--- config.mk ---
export PLATFORM = sky130hd
export DESIGN_NAME = instruction_fetch
export DESIGN_NICKNAME = d
export VERILOG_FILES = /design/src/rtl/mips_pkg.sv /design/src/rtl/if_id_reg.sv /design/src/rtl/instruction_fetch.sv
export SDC_FILE = /design/constraint.sdc
export NUM_CORES = 1
export LEC_CHECK = 0
export ABC_CLOCK_PERIOD_IN_PS = 6400
export BUFFER_PORTS_ARGS = -buffer_cell sky130_fd_sc_hd__buf_2
export CAP_MARGIN = 20
export CORE_AREA = 2 2 97 193
export CTS_CLUSTER_DIAMETER = 30
export CTS_CLUSTER_SIZE = 10
export DETAILED_ROUTE_END_ITERATION = 7
export DIE_AREA = 0 0 99 195
export PLACE_DENSITY_LB_ADDON = 0.2
export SLEW_MARGIN = 40
export SYNTH_ARGS = -nofsm -noshare
export SYNTH_HDL_FRONTEND = slang
export SYNTH_SLANG_ARGS = --single-unit
--- constraint.sdc ---
create_clock -name clk -period 6.4 [get_ports clk]
set_input_delay 0.64 -clock clk [delete_from_list [all_inputs] [get_ports clk]]
set_output_delay 0.64 -clock clk [all_outputs]
set_load 0.02 [all_outputs]
--- src/rtl/mips_pkg.sv ---
// rtl/mips_pkg.sv - shared MIPS pipeline constants and fetch FSM state type
package mips_pkg;

    localparam logic [31:0] NOP_WORD = 32'h0000_0000;
    localparam logic [31:0] PC_INC   = 32'd4;

    typedef enum logic [1:0] {
        IDLE  = 2'd0,
        FETCH = 2'd1,
        HOLD  = 2'd2,
        DRAIN = 2'd3
    } fetch_state_t;

endpackage

--- src/rtl/if_id_reg.sv ---
// rtl/if_id_reg.sv - pipeline register (instr, pc, pc+4, valid) with load/hold/flush
import mips_pkg::*;

module if_id_reg (
    input  logic        clk,
    input  logic        rst_n,
    input  logic        i_load,
    input  logic        i_flush,
    input  logic [31:0] i_instr,
    input  logic [31:0] i_pc,
    input  logic [31:0] i_pc_plus4,
    output logic [31:0] o_instr,
    output logic [31:0] o_pc,
    output logic [31:0] o_pc_plus4,
    output logic        o_valid
);

    logic [31:0] r_instr;
    logic [31:0] r_pc;
    logic [31:0] r_pc_plus4;
    logic        r_valid;

    // Flush beats load; neither asserted means hold.
    always_ff @(posedge clk or negedge rst_n) begin
        if (!rst_n) begin
            r_instr    <= NOP_WORD;
            r_pc       <= 32'h0;
            r_pc_plus4 <= PC_INC;
            r_valid    <= 1'b0;
        end else if (i_flush) begin
            r_instr <= NOP_WORD;
            r_valid <= 1'b0;
        end else if (i_load) begin
            r_instr    <= i_instr;
            r_pc       <= i_pc;
            r_pc_plus4 <= i_pc_plus4;
            r_valid    <= 1'b1;
        end
    end

    assign o_instr    = r_instr;
    assign o_pc       = r_pc;
    assign o_pc_plus4 = r_pc_plus4;
    assign o_valid    = r_valid;

endmodule

--- src/rtl/instruction_fetch.sv ---
// rtl/instruction_fetch.sv - IF stage: PC, fetch FSM, one-entry hold buffer, IF/ID register
import mips_pkg::*;

module instruction_fetch #(
    parameter logic [31:0] PC_RESET = 32'h0000_0000
) (
    input  logic        clk,
    input  logic        rst_n,
    output logic        imem_req,
    output logic [31:0] imem_addr,
    input  logic        imem_ready,
    input  logic [31:0] imem_rdata,
    input  logic        stall,
    input  logic        redirect,
    input  logic [31:0] redirect_pc,
    output logic [31:0] instruction_memory,
    output logic [31:0] pc_out,
    output logic [31:0] pc_plus4,
    output logic        instr_valid
);

    fetch_state_t r_state;
    logic [31:0]  r_pc;
    logic [31:0]  r_drain_addr;
    logic [31:0]  r_hold_instr;
    logic [31:0]  r_hold_pc;

    logic         w_ready;
    logic [31:0]  w_target;
    logic         w_load;
    logic         w_flush;
    logic [31:0]  w_d_instr;
    logic [31:0]  w_d_pc;
    logic [31:0]  w_d_pc4;

    assign imem_req  = (r_state == FETCH) || (r_state == DRAIN);
    assign imem_addr = (r_state == DRAIN) ? r_drain_addr : r_pc;
    assign w_ready   = imem_ready & imem_req;
    assign w_target  = redirect_pc & ~32'h3;

    always_ff @(posedge clk or negedge rst_n) begin
        if (!rst_n) begin
            r_state      <= IDLE;
            r_pc         <= PC_RESET;
            r_drain_addr <= 32'h0;
            r_hold_instr <= NOP_WORD;
            r_hold_pc    <= 32'h0;
        end else if (redirect) begin
            r_pc <= w_target;
            // An outstanding request must complete before the new PC can be issued.
            if (r_state == FETCH && !w_ready) begin
                r_state      <= DRAIN;
                r_drain_addr <= r_pc;
            end else if (r_state == DRAIN && !w_ready) begin
                r_state <= DRAIN;
            end else begin
                r_state <= FETCH;
            end
        end else begin
            case (r_state)
                IDLE: r_state <= FETCH;
                FETCH: begin
                    if (w_ready) begin
                        r_pc <= r_pc + PC_INC;
                        if (stall) begin
                            r_hold_instr <= imem_rdata;
                            r_hold_pc    <= r_pc;
                            r_state      <= HOLD;
                        end
                    end
                end
                HOLD: begin
                    if (!stall) r_state <= FETCH;
                end
                DRAIN: begin
                    if (w_ready) r_state <= FETCH;
                end
                default: r_state <= IDLE;
            endcase
        end
    end

    always_comb begin
        w_flush = redirect || (r_state == FETCH && !w_ready && !stall);
        w_load  = !redirect && !stall &&
                  ((r_state == FETCH && w_ready) || r_state == HOLD);
        if (r_state == HOLD) begin
            w_d_instr = r_hold_instr;
            w_d_pc    = r_hold_pc;
        end else begin
            w_d_instr = imem_rdata;
            w_d_pc    = r_pc;
        end
        w_d_pc4 = w_d_pc + PC_INC;
    end

    if_id_reg u_if_id (
        .clk        (clk),
        .rst_n      (rst_n),
        .i_load     (w_load),
        .i_flush    (w_flush),
        .i_instr    (w_d_instr),
        .i_pc       (w_d_pc),
        .i_pc_plus4 (w_d_pc4),
        .o_instr    (instruction_memory),
        .o_pc       (pc_out),
        .o_pc_plus4 (pc_plus4),
        .o_valid    (instr_valid)
    );

endmodule

# Word level (Yosys, flattened, before mapping)
# Cells that the tools add are included.
[op_classes]
add_sub_neg = 2
div_mod_pow = 0
reduce_logical = 21
shift = 0
n_lt_le_gt_ge = 0
muxes = 18
bitwise = 3
n_mul = 0
eq_ne = 7
[ops]
columns = ["cell", "n"]
rows = [
  ["32-bit 2-to-1 mux", 8],
  ["32-bit by 3-bit adder with 32-bit output, second input constant", 2],
  ["2-bit 2-to-1 mux", 7],
  ["3-bit != test, second input constant", 4],
  ["2-bit one-hot mux with 4 select lines", 1],
  ["4-bit AND reduction", 2],
  ["1-bit logical AND", 6],
  ["2-bit AND reduction", 3],
  ["2-bit nonzero test", 3],
  ["2-bit == test, second input constant", 2],
  ["1-bit logical NOT", 3],
  ["1-bit logical OR", 3],
  ["2-bit by 1-bit == test with 1-bit output, second input constant", 1],
  ["2-bit logical NOT", 1],
  ["1-bit 2-to-1 mux", 2],
  ["1-bit NOT", 2],
  ["1-bit AND", 1],
]
[totals]
out_inout_bits = 130
rom_bits = 0
reg_bits = 227
mem_bits_rw = 0
mem_count = 0
word_cells = 60
input_bits = 69
latchBits = 0

# Depth between registers and ports, before layout
[depth]
ltp_word = 9
ltp_mapped = 15
depth_no_buf = 10

# By module
# Synthesis repeated with hierarchy kept, for this count alone.
[hier_totals]
hier_cells = 993
area_unflattened_um2 = 11255.8
[modules_own_cells]
columns = ["mod", "seq_area_each_um2", "area_per_inst_um2", "n_inst", "cells_per_inst"]
rows = [
  ["instruction_fetch", 3103.0, 7241.9, 1, 750],
  ["if_id_reg", 2428.6, 4013.8, 1, 243],
]

# Least setup slack after synthesis
# OpenSTA, ideal clock, no wires.
[synth_path]
path_type = "flip-flop to flip-flop"
startpoint = "reg r_state[0]"
endpoint = "reg u_if_id.r_pc_plus4[20] (netlist: u_if_id.o_pc_plus4[20])"
setup_ns = 0.095
slack_ns = 3.360
path_buffers = 4
t_arrival_ns = 2.944
stages_incl_launch_ff = 15
required_ns = 6.305
synth_period_minus_slack_ns = 3.040
path_cell_list = "dfrtp_1 nand2b_1 buf_2 buf_2 buf_2 buf_2 nand2_1 nand2_1 ha_1 nand2_1 mux2i_2 nand4_4 or3_4 o21a_1 o31ai_1"
[synth_via]
word_cells_on_any_way = 16
classes_between = "add/sub: 1; eq/ne: 3; mux: 1; bitwise: 2; reduce/logical: 9"
[synth_rtl]
columns = ["item", "line_no", "text"]
rows = [
  ["start: declaration", "instruction_fetch.sv:22", "fetch_state_t r_state;"],
  ["start signal: assignment", "instruction_fetch.sv:43", "r_state <= IDLE;"],
  ["start signal: assignment", "instruction_fetch.sv:52", "r_state <= DRAIN;"],
  ["start signal: assignment", "instruction_fetch.sv:55", "r_state <= DRAIN;"],
  ["2-bit == test", "instruction_fetch.sv:87", "if (r_state == HOLD) begin"],
  ["32-bit 2-to-1 mux", "instruction_fetch.sv:87", ""],
  ["via u_if_id.i_pc[3]", "if_id_reg.sv:10", "input logic [31:0] i_pc,"],
  ["32-bit by 3-bit adder with 32-bit output", "instruction_fetch.sv:94", "w_d_pc4 = w_d_pc + PC_INC;"],
  ["end signal: assignment", "if_id_reg.sv:36", "r_pc_plus4 <= i_pc_plus4;"],
  ["end: declaration", "if_id_reg.sv:20", "logic [31:0] r_pc_plus4;"],
]
# The timed path passes the listed nets, and every way through them passes these cells.
# A chain may end at the register's enable or synchronous reset.

# Worst setup path in the final report
# Same ends and word-level chain as after synthesis.

==> results by group <==
Final layout
  • Layout area overhead: 19.4%
  • FILL cells: between 1,000 and 1,500
  • Most common cell after layout, fill and taps aside: dfrtp_1
  • Layout cells sized above 1: 35.2%
  • N_diodes: 0
  • Register area: between 5000 and 6000 um^2
  • Most frequent cells in the layout: dfrtp_1 (216), buf_2 (189), nand2_1 (165)
  • Nets@finish: 1,197
  • Fin util: 71.4%
  • Footprint of the multi-input gates: 4840 um^2

Timing
  • Max-slew headroom: 50.6%
  • Hold Fails Final Rpt: 0
  • Crit path time final: 3.21 ns
  • Final setup violation count: 0
  • Fmax: 311 MHz
  • Max Slew Vio Count: 0
  • Unrepaired setup endpoints after global routing: false
  • Total Neg Setup Slack: 0 ns
  • Crit share post-route: between 50% and 60%
  • Clk_skew: 0.00994 ns
  • Worst slew pin tran: 0.742 ns

Drt
  • Routed len/inst: 17.5 um
  • Vias per cell: about 5.6
  • Via count: 7,595
  • Drt initial violations: around 270
  • Post-DRT Antenna Nets: 0
  • DRC: 0
  • Drt pass-1 iters: 4
  • Total Wirelength: 23,700 um

Setup path
  • Worst R2R End: u_if_id.o_pc_plus4[20]
  • Slowest CP cell: dfrtp_1
  • Arrival @ worst endpoint: 3.64 ns
  • Crit path max fanout: 24
  • Reg2Reg Depth: 10
  • Crit end category: flip-flop
  • CP Cell Sequence: nand2b_4 -> buf_12 -> mux2_2 -> ha_1 -> nand2_1 -> mux2i_2 -> nand4_4 -> or3_4 -> o21a_1 -> o31ai_1
  • Critical path required time: 6.82 ns
  • Crit path largest cell delay: 0.62 ns
  • Crit Path Class: reg -> reg
  • FF-to-FF setup slack: 3.19 ns
  • CP startpoint kind: flip-flop
  • Worst r2r src: r_state[0]

Place
  • PortBufs: 190
  • DP Wirelength: 16,600 um
  • Final GP Congestion: 0.833

Global route
  • GRT Total Usage: between 20% and 30%
  • First-pass GRT wire length: 38,700 um
  • Total grt overflow: 0
  • Vias in the first global route: just under 8,000
  • Largest net degree at the start of global routing: about 130
  • Initial antenna violation count: 0

Floorplanning
  • Core ar.: 17,700 um^2
  • Rows: 69
  • Initial Util: between 50 and 60%
  • Die Wd: 99 um
  • Die Y: 195 um
  • Die area: about 19,000 um^2
  • I/O pin cnt: 199

Pwr
  • Total power: 4.42 mW
  • Leak: 6.10 nW
  • Peak supply drop: about 0.24 mV
  • Cell Pwr Density: 350 nW/um^2

Synthesis
  • Seq cells post-synth: 217
  • Yosys cell types: 65
  • Synthesized instance count: 964
  • Most used DFF post-synth: dfrtp_1
  • Register area share after synthesis: between 50% and 60%
  • Mapped Area: 10,600 um^2
  • Post-synth EDFFs: 0
  • Post-Syn Area per Cell: 11.0 um^2
  • Yosys Warn Count: 0
  • Share of flip-flops with an asynchronous set or reset: between 90% and 100%

Run
  • Max-Cap Viols: 0

CTS
  • CTS tree: done
  • CTS root buf: clkbuf_16
  • CTS sink cnt: 217
  • Worst-path clk slew: 0.05 ns
  • Post-CTS setup buffers: 0
  • CTS Buf Count: 30
  • Longest Clk Path Bufs: 3
  • PostCTS Resize Cnt: 0
  • Skew-Pair Late Insertion Delay: 0.52 ns
  • H-tree depth: 1
  • Post-CTS Hold Buffers: 0

Outcome
  • Status: complete, no violations

Min path
  • Worst Hold Class: in -> async
==> cell families (layout without fill, tap and decap cells) <==
group / after synthesis / count (layout) / share of synthesized area (%)
XOR/XNOR: 46 / 46 / 3.80
adder cells (fa/ha/maj): 2 / 2 / 0.236
other: 1 / 6 / 0.0354
AND/OR/NAND/NOR: 285 / 285 / 13.2
multiplexers: 195 / 195 / 20.3
flip-flops: 217 / 217 / 51.3
buffers and inverters: 80 / 255 / 3.65
AO/OA/AOI/OAI: 138 / 138 / 7.49
==> synth_stat cells (all sizes together) (7+ instances only) <==
| cell type | instances | area, um^2 |
|---|---|---|
| nand3 | 18 | 103 |
| xor2 | 30 | 263 |
| clkbuf | 41 | 156 |
| buf | 36 | 219 |
| mux2i | 68 | 717 |
| nor2 | 26 | 97.6 |
| o21ai | 99 | 503 |
| nor3 | 17 | 105 |
| and2 | 7 | 43.8 |
| dfrtp | 216 | 5410 |
| xnor2 | 16 | 140 |
| nand4 | 13 | 103 |
| nand2 | 165 | 619 |
| mux2 | 127 | 1430 |
| and3 | 11 | 68.8 |
| a21oi | 8 | 40.0 |
==> final cells by class <==
class,instances,share of cell area (%)
repair buffers,202,8.71
inverters,3,0.0891
flip-flops and latches,217,43.0
multi-input cells,672,38.3
well taps,213,2.11
clock buffers,40,6.72
clock inverters,10,1.08
==> worst max-delay path: cells and delay by family (launching register included) <==
family	cells	cell delay (ns)
compound gates	2	0.36
buf+inv	1	0.25
simple gates	4	1.09
flops	1	0.62
mux	2	0.56
fa+ha+maj	1	0.21
==> power by group <==
part           internal (mW)  switching, mW
Combinational          0.403          0.534
Clock                   1.04          0.567
Sequential              1.67          0.204
==> through the flow <==
step / std cells / hold WS (ns) / instance area (um^2) / setup WS (ns)
2_1_floorplan: 969 / 0.344 / 10600 / 3.36
3_3_place_gp: 1304 / 0.447 / 11600 / 2.85
3_5_place_dp: 1307 / 0.449 / 11600 / 3.16
4_1_cts: 1357 / 0.125 / 12600 / 3.16
5_1_grt: 1357 / 0.113 / 12600 / 2.96
6_report: 1357 / 0.0359 / 12600 / 3.19
==> metal layers <==
metal	part of all wire, %	GRT usage, %	wire length, um	vias to the layer above
met4	2.0	6.95	484	0
met5	0	0	0	-
met1	40	29.2	9470	3714
met2	54	45.0	12800	180
met3	4.1	3.22	960	34
li1	-	-	-	3667
==> how the worst max path moves through the flow <==
stage	from	endpoint	slack, ns	cells after the start
6_report	r_state[0]	u_if_id.o_pc_plus4[20]	3.19	10
5_1_grt	r_state[1]	u_if_id.o_pc_plus4[21]	2.96	7
4_1_cts	r_state[1]	u_if_id.o_pc_plus4[21]	3.16	7
3_5_place_dp	r_state[1]	u_if_id.o_pc_plus4[21]	3.16	7
3_3_place_gp	r_state[0]	u_if_id.o_pc_plus4[20]	2.85	9
2_1_floorplan	r_state[0]	u_if_id.o_pc_plus4[20]	3.36	14
==> registers in the layout (all words and copies together) (netlist names) <==
signal,count
r_hold_instr,32
u_if_id.o_valid,1
u_if_id.o_pc_plus4,30
r_drain_addr,30
r_state,2
r_hold_pc,30
u_if_id.o_pc,30
r_pc,30
u_if_id.o_instr,32
(Power assumes the default switching activity.)
